File: config.mk
export PLATFORM = sky130hd
export DESIGN_NAME = seg7_mux2_drv
export DESIGN_NICKNAME = d
export VERILOG_FILES = /design/src/rtl/seg7_mux2_drv.sv
export SDC_FILE = /design/constraint.sdc
export NUM_CORES = 1
export LEC_CHECK = 0
export CAP_MARGIN = 25
export CORE_ASPECT_RATIO = 0.8
export CORE_MARGIN = 3
export CORE_UTILIZATION = 45
export CTS_CLUSTER_SIZE = 14
export DETAILED_ROUTE_END_ITERATION = 16
export HOLD_SLACK_MARGIN = 0.1
export PLACE_DENSITY = 0.69
export SETUP_SLACK_MARGIN = 0.02
export SLEW_MARGIN = 15
export SYNTH_ARGS = -nofsm -noshare
export SYNTH_HDL_FRONTEND = slang
export SYNTH_SLANG_ARGS = --single-unit
export TNS_END_PERCENT = 10
File: constraint.sdc
create_clock -name clk -period 5.47 [get_ports clk]
set_clock_uncertainty 0.15 [all_clocks]
set_input_delay 1.094 -clock clk [delete_from_list [all_inputs] [get_ports clk]]
set_output_delay 1.094 -clock clk [all_outputs]
set_load 0.01 [all_outputs]
File: src/rtl/seg7_mux2_drv.sv
// seg7_mux2_drv: two-digit multiplexed 7-segment scanner (GAP_A/TENS/GAP_B/ONES), valid/ready value latch, polarity-selectable seg_out/com_out, com_oe
module seg7_mux2_drv #(
  parameter int PRESCALE    = 1024,
  parameter int ON_TICKS    = 4,
  parameter int BLANK_TICKS = 1
) (
  input  logic       clk,
  input  logic       rst_n,
  input  logic       ena,
  input  logic [7:0] value_bcd,
  input  logic [1:0] value_dp,
  input  logic       value_valid,
  output logic       value_ready,
  input  logic       lz_blank,
  input  logic       com_pol,
  input  logic       seg_pol,
  output logic [7:0] seg_out,
  output logic [1:0] com_out,
  output logic [1:0] com_oe
);
  localparam int PW = PRESCALE > 1 ? $clog2(PRESCALE) : 1;
  localparam int DW = $clog2((ON_TICKS > BLANK_TICKS ? ON_TICKS : BLANK_TICKS) + 1);
  typedef enum logic [1:0] {GAP_A, TENS, GAP_B, ONES} state_t;
  state_t        state;
  logic [PW-1:0] pre;
  logic [DW-1:0] dwell;
  logic [7:0]    bcd;
  logic [1:0]    dp;
  logic [1:0]    com_act, com_nxt;
  logic [7:0]    seg_act, seg_nxt;
  logic [6:0]    glyph;
  logic [3:0]    digit;
  logic          tick, lit, last;
  assign tick        = ena && pre == PW'(PRESCALE - 1);
  assign lit         = state == TENS || state == ONES;
  assign last        = dwell == DW'((lit ? ON_TICKS : BLANK_TICKS) - 1);
  assign value_ready = ena && state == GAP_A;
  assign digit       = state == TENS ? bcd[7:4] : bcd[3:0];
  always_comb begin
    glyph = 7'h00;
    case (digit)
      4'h0: glyph = 7'h3F;
      4'h1: glyph = 7'h06;
      4'h2: glyph = 7'h5B;
      4'h3: glyph = 7'h4F;
      4'h4: glyph = 7'h66;
      4'h5: glyph = 7'h6D;
      4'h6: glyph = 7'h7D;
      4'h7: glyph = 7'h07;
      4'h8: glyph = 7'h7F;
      4'h9: glyph = 7'h6F;
      4'hA: glyph = 7'h77;
      4'hB: glyph = 7'h7C;
      4'hC: glyph = 7'h39;
      4'hD: glyph = 7'h5E;
      4'hE: glyph = 7'h79;
      default: glyph = 7'h71;
    endcase
  end
  assign com_nxt = state == TENS ? 2'b10 : state == ONES ? 2'b01 : 2'b00;
  assign seg_nxt = state == TENS ? {dp[1], (lz_blank && bcd[7:4] == 4'h0) ? 7'h00 : glyph}
                 : state == ONES ? {dp[0], glyph} : 8'h00;
  assign com_out = com_pol ? com_act : ~com_act;
  assign seg_out = seg_pol ? seg_act : ~seg_act;
  always_ff @(posedge clk or negedge rst_n) begin
    if (!rst_n) begin
      pre     <= '0;
      state   <= GAP_A;
      dwell   <= '0;
      bcd     <= 8'h00;
      dp      <= 2'b00;
      com_act <= 2'b00;
      seg_act <= 8'h00;
      com_oe  <= 2'b00;
    end else begin
      com_oe  <= 2'b11;
      com_act <= ena ? com_nxt : 2'b00;
      seg_act <= ena ? seg_nxt : 8'h00;
      if (value_valid && value_ready) begin
        bcd <= value_bcd;
        dp  <= value_dp;
      end
      if (ena) pre <= tick ? '0 : pre + 1'b1;
      if (tick) begin
        dwell <= last ? '0 : dwell + 1'b1;
        if (last) state <= state_t'(state + 2'd1);
      end
    end
  end
endmodule

# Word-level counts from Yosys, hierarchy flattened
# Memory sizes are Yosys's and may differ from the RTL's.
# Index checks and enable logic that the tools add are counted.
# W data, S select, Z words.
# classes
add_sub_neg	4
n_eq_ne	4
muxes	13
bitwise_logic	2
n_reduce_logical	8
# ops
cell	n
$mux W8	4
$add A10 B1 Y10 const B	1
$eq A10 B10 Y1 const B	1
$mux W10	1
$not A8 Y8	1
$mux W7	1
$mux W2	3
$mux W3	2
$logic_and A1 B1 Y1	4
$logic_not A4 Y1	1
$mux W4	1
$add A3 B1 Y3 const B	1
$eq A3 B3 Y1	1
$sub A3 B1 Y3 const B	1
$add A2 B1 Y2 const B	1
$eq A2 B1 Y1 const B	1
$eq A2 B2 Y1 const B	1
$logic_not A2 Y1	1
$not A2 Y2	1
$reduce_and A2 Y1	1
$logic_or A1 B1 Y1	1
$mux W1	1
# totals
regBits	36
romBits	112
input_bits	17
out_inout_bits	13
elab_cells	40
n_memories	1
# mem_list
memory	words	word_bits	rd	rd_clocked_by_memory_dff	write_ports	line_no	text
(no name shown)	16	7	1	0	0	41	case (digit)

# Logic depth before layout (Yosys ltp)
# logic_depth
word_depth	6
depth_mapped	10
mapped_depth_nobuf	8

# Worst setup path after synthesis
# OpenSTA, ideal clock, no wires.
# synth_timing
path_kind	in2out
start	input seg_pol
end	output seg_out[0]
arrival_ns	1.656
required_ns	4.226
path_slack_ns	2.570
path_stages	2
cell_sequence	clkbuf_1 > xnor2_1
# synth_between
elab_chain_cells	1
# synth_lines
item	line_no	text
start: declaration	16	input logic seg_pol,
$mux W8	64	assign seg_out = seg_pol ? seg_act : ~seg_act;
end: declaration	17	output logic [7:0] seg_out,
# Every way passes these cells.

# Worst setup path after layout
# Ends and elaborated chain as after synthesis.

==> summary.md <==
| Metric | Value |
|---|---|
| Clock sinks | 36 |
| Max Cap Violations | 0 |
| DIE HEIGHT | 65.5 µm |
| Met1 Wirelength | 1740 µm |
| Final Worst Setup Slack | 1.65 ns |
| Fill cell count | 342 |
| Synth cell types | 41 |
| Worst-Skew Late Latency | 0.28 ns |
| Setup Fix Bufs, Post-CTS | 0 |
| Most frequent cells in the layout | dfrtp_1, clkdlybuf4s50_1, xnor2_1, nand2_1, mux2_2 |
| Syn Area/Cell | 11.1 µm² |
| Status | complete, no violations |
| Buffers on Ports | 29 |
| Hold WC Path Type | register to register |
| Total Wirelength | 3740 µm |
| Fraction of layout cells with a size suffix above 1 | 0.129 |
| CP Class | primary input to output port |
| Largest net degree at the start of global routing | 37 |
| Ys async rst share | 1.00 |
| Die area | 0.00526 mm² |
| Tot GR Track Use | 0.163 |
| Final setup vio count | 0 |
| Gate Count Post-Synth | 179 |
| Cts bufs inserted | 5 |
| Critical path peak fanout | 8 |
| Final hold viol count | 0 |
| Global-route wire length before repair | 6680 µm |
| N_diodes | 0 |
| Initial Util | 0.494 |
| Tmin final | 3.82 ns |
| Cts repair resizes | 0 |
| Core Util, Final | 0.597 |
| CTS root buffer | clkbuf_8 |
| Cell leakage power | 1.02 nW |
| Gr ovfl total | 0 |
| Clock transition at the registers of the reported paths | 0.07 ns |
| RSZ-0062 raised after global routing | no |
| Final TNS setup | 0 ns |
| DR iter-0 viols | 53 |
| Wire per inst | 14.2 µm |
| # nets final | 236 |
| Detailed placement HPWL | 2870 µm |
| Post-synth top flop | dfrtp_1 |
| Leading cell type in the layout, fill and taps excluded | dfrtp_1 |
| Register area share after synthesis | 0.453 |
| Routed wl met3 | 155 µm |
| Worst Setup End Kind | output port |
| Worst slew pin tran | 0.822 ns |
| DRC viols | 0 |
| Synth Cell Area | 0.00199 mm² |
| Net count after synthesis | 207 |
| Antenna viol nets, final | 0 |
| Fmax | 262 MHz |
| Post-synth EDFFs | 0 |
| Placer Congestion | 0.746 |
| Worst path required time | 4.23 ns |
| Yosys top cell area share | 0.453 |
| Rel. slew slack | 0.452 |
| CORE AREA | 0.00403 mm² |
| Synth warn | 0 |
| Synth area leaders | dfrtp_1, mux2_2, xnor2_1 |
| DR vias/cell | 5.21 |
| Yosys reg bits | 36 |
| Area growth syn-to-layout | 20.9% |
| CP Launch Type | primary input |
| CTS Hold Bufs | 0 |
| IO Pins | 30 |
| Floorplan row count | 20 |
| DR vias | 1,375 |
| Final Max Slew Viols | 0 |
| DRT Pass-1 Iters | 4 |
| Initial antenna violation count | 0 |
| Yosys top cell by area | dfrtp_1 |
| Vias in the first global route | 1,444 |
| Routed length on met2 | 1810 µm |
| Max layer used | met4 |
| Die width | 80.3 µm |
| Worst Path Arrival | 2.58 ns |
| P per Cell Area | 285 mW/mm² |
| Clock buffer depth | 2 |
| Crit share post-route | 0.699 |
| IR drop worst, VDD | 168 µV |
| CTS tree | done |
| H-tree levels | 2 |
| Pre-CTS setup slack | 1.63 ns |
-- flip-flops by register name (all words and copies together) (netlist names) --
name	count
bcd	8
seg_act	8
com_act	2
dwell	3
com_oe	1
dp	2
pre	10
state	2
-- where the power goes --
part	total [mW]	switching, mW	internal, mW	leakage, nW
sequential	0.342	0.0419	0.300	0.462
combinational	0.154	0.0712	0.0823	0.517
clock	0.190	0.0870	0.103	0.0455
total	0.685	0.200	0.485	1.02
-- stage by stage --
step / hold WS [ns] / cell area (µm²) / total power, mW / cells
2_1_floorplan: 0.310 / 1990 / 0.444 / 179
6_report: 0.355 / 2400 / 0.685 / 264
3_5_place_dp: 0.348 / 2310 / 0.501 / 256
4_1_cts: 0.364 / 2400 / 0.691 / 264
5_1_grt: 0.382 / 2400 / 0.727 / 264
3_3_place_gp: 0.327 / 2310 / 0.485 / 256
-- layer usage --
layer / vias up / global-route usage
li1: 683 / -
met1: 658 / 0.208
met2: 29 / 0.278
met3: 5 / 0.0425
met4: 0 / 0.0380
met5: - / 0
-- final timing paths --
check                                          start              endpoint  slack, ns  depth (start not counted)
worst min-delay path              pre[6]$_DFFE_PN0P_    pre[6]$_DFFE_PN0P_       0.36                          1
worst min register to register    pre[6]$_DFFE_PN0P_    pre[6]$_DFFE_PN0P_       0.36                          1
worst max register to register  state[1]$_DFFE_PN0P_  seg_act[3]$_DFF_PN0_       2.52                          7
worst max-delay path                         seg_pol            seg_out[0]       1.65                          3
min in group asynchronous                      rst_n  seg_act[1]$_DFF_PN0_       1.09                          2
max in group asynchronous                      rst_n  com_act[0]$_DFF_PN0_       3.77                          2
-- worst max-delay path, cell delays in order --
cell and delay (ns):
clkdlybuf4s50_1 0.73, xnor2_1 0.18, clkdlybuf4s50_1 0.57
-- Yosys cell counts (all sizes together), types with 2 or more instances --
library cell / instances
clkbuf: 3
a31oi: 2
nand2b: 2
nor2: 8
a21oi: 3
and4: 2
nand4: 4
xor2: 3
a211oi: 2
nand2: 14
mux2i: 9
inv: 9
buf: 5
o211ai: 3
dfrtp: 36
xnor2: 16
a311oi: 2
o21ai: 7
nand3: 3
nor3: 3
mux2: 14
o22ai: 3
and2: 4
ha: 11
-- final cells by class --
class	instances	area [µm²]	share of cell area
inverter	9	33.8	0.0140
timing repair buffer	30	298	0.124
tap	55	68.8	0.0286
sequential	36	901	0.375
multi-input combinational	126	1010	0.421
clock buffer	8	90.1	0.0375
-- cell families (layout without fill, tap and decap cells) --
family	count (synthesis)	after routing	share of synthesized area
compound gates	25	25	0.0830
xor+xnor	19	19	0.0836
fa+ha+maj	11	11	0.0692
buf+inv	17	47	0.0377
flops	36	36	0.453
mux	24	24	0.144
other cells	1	1	0.00188
simple gates	46	46	0.128
Note: power is estimated with default switching activity, not from simulation.
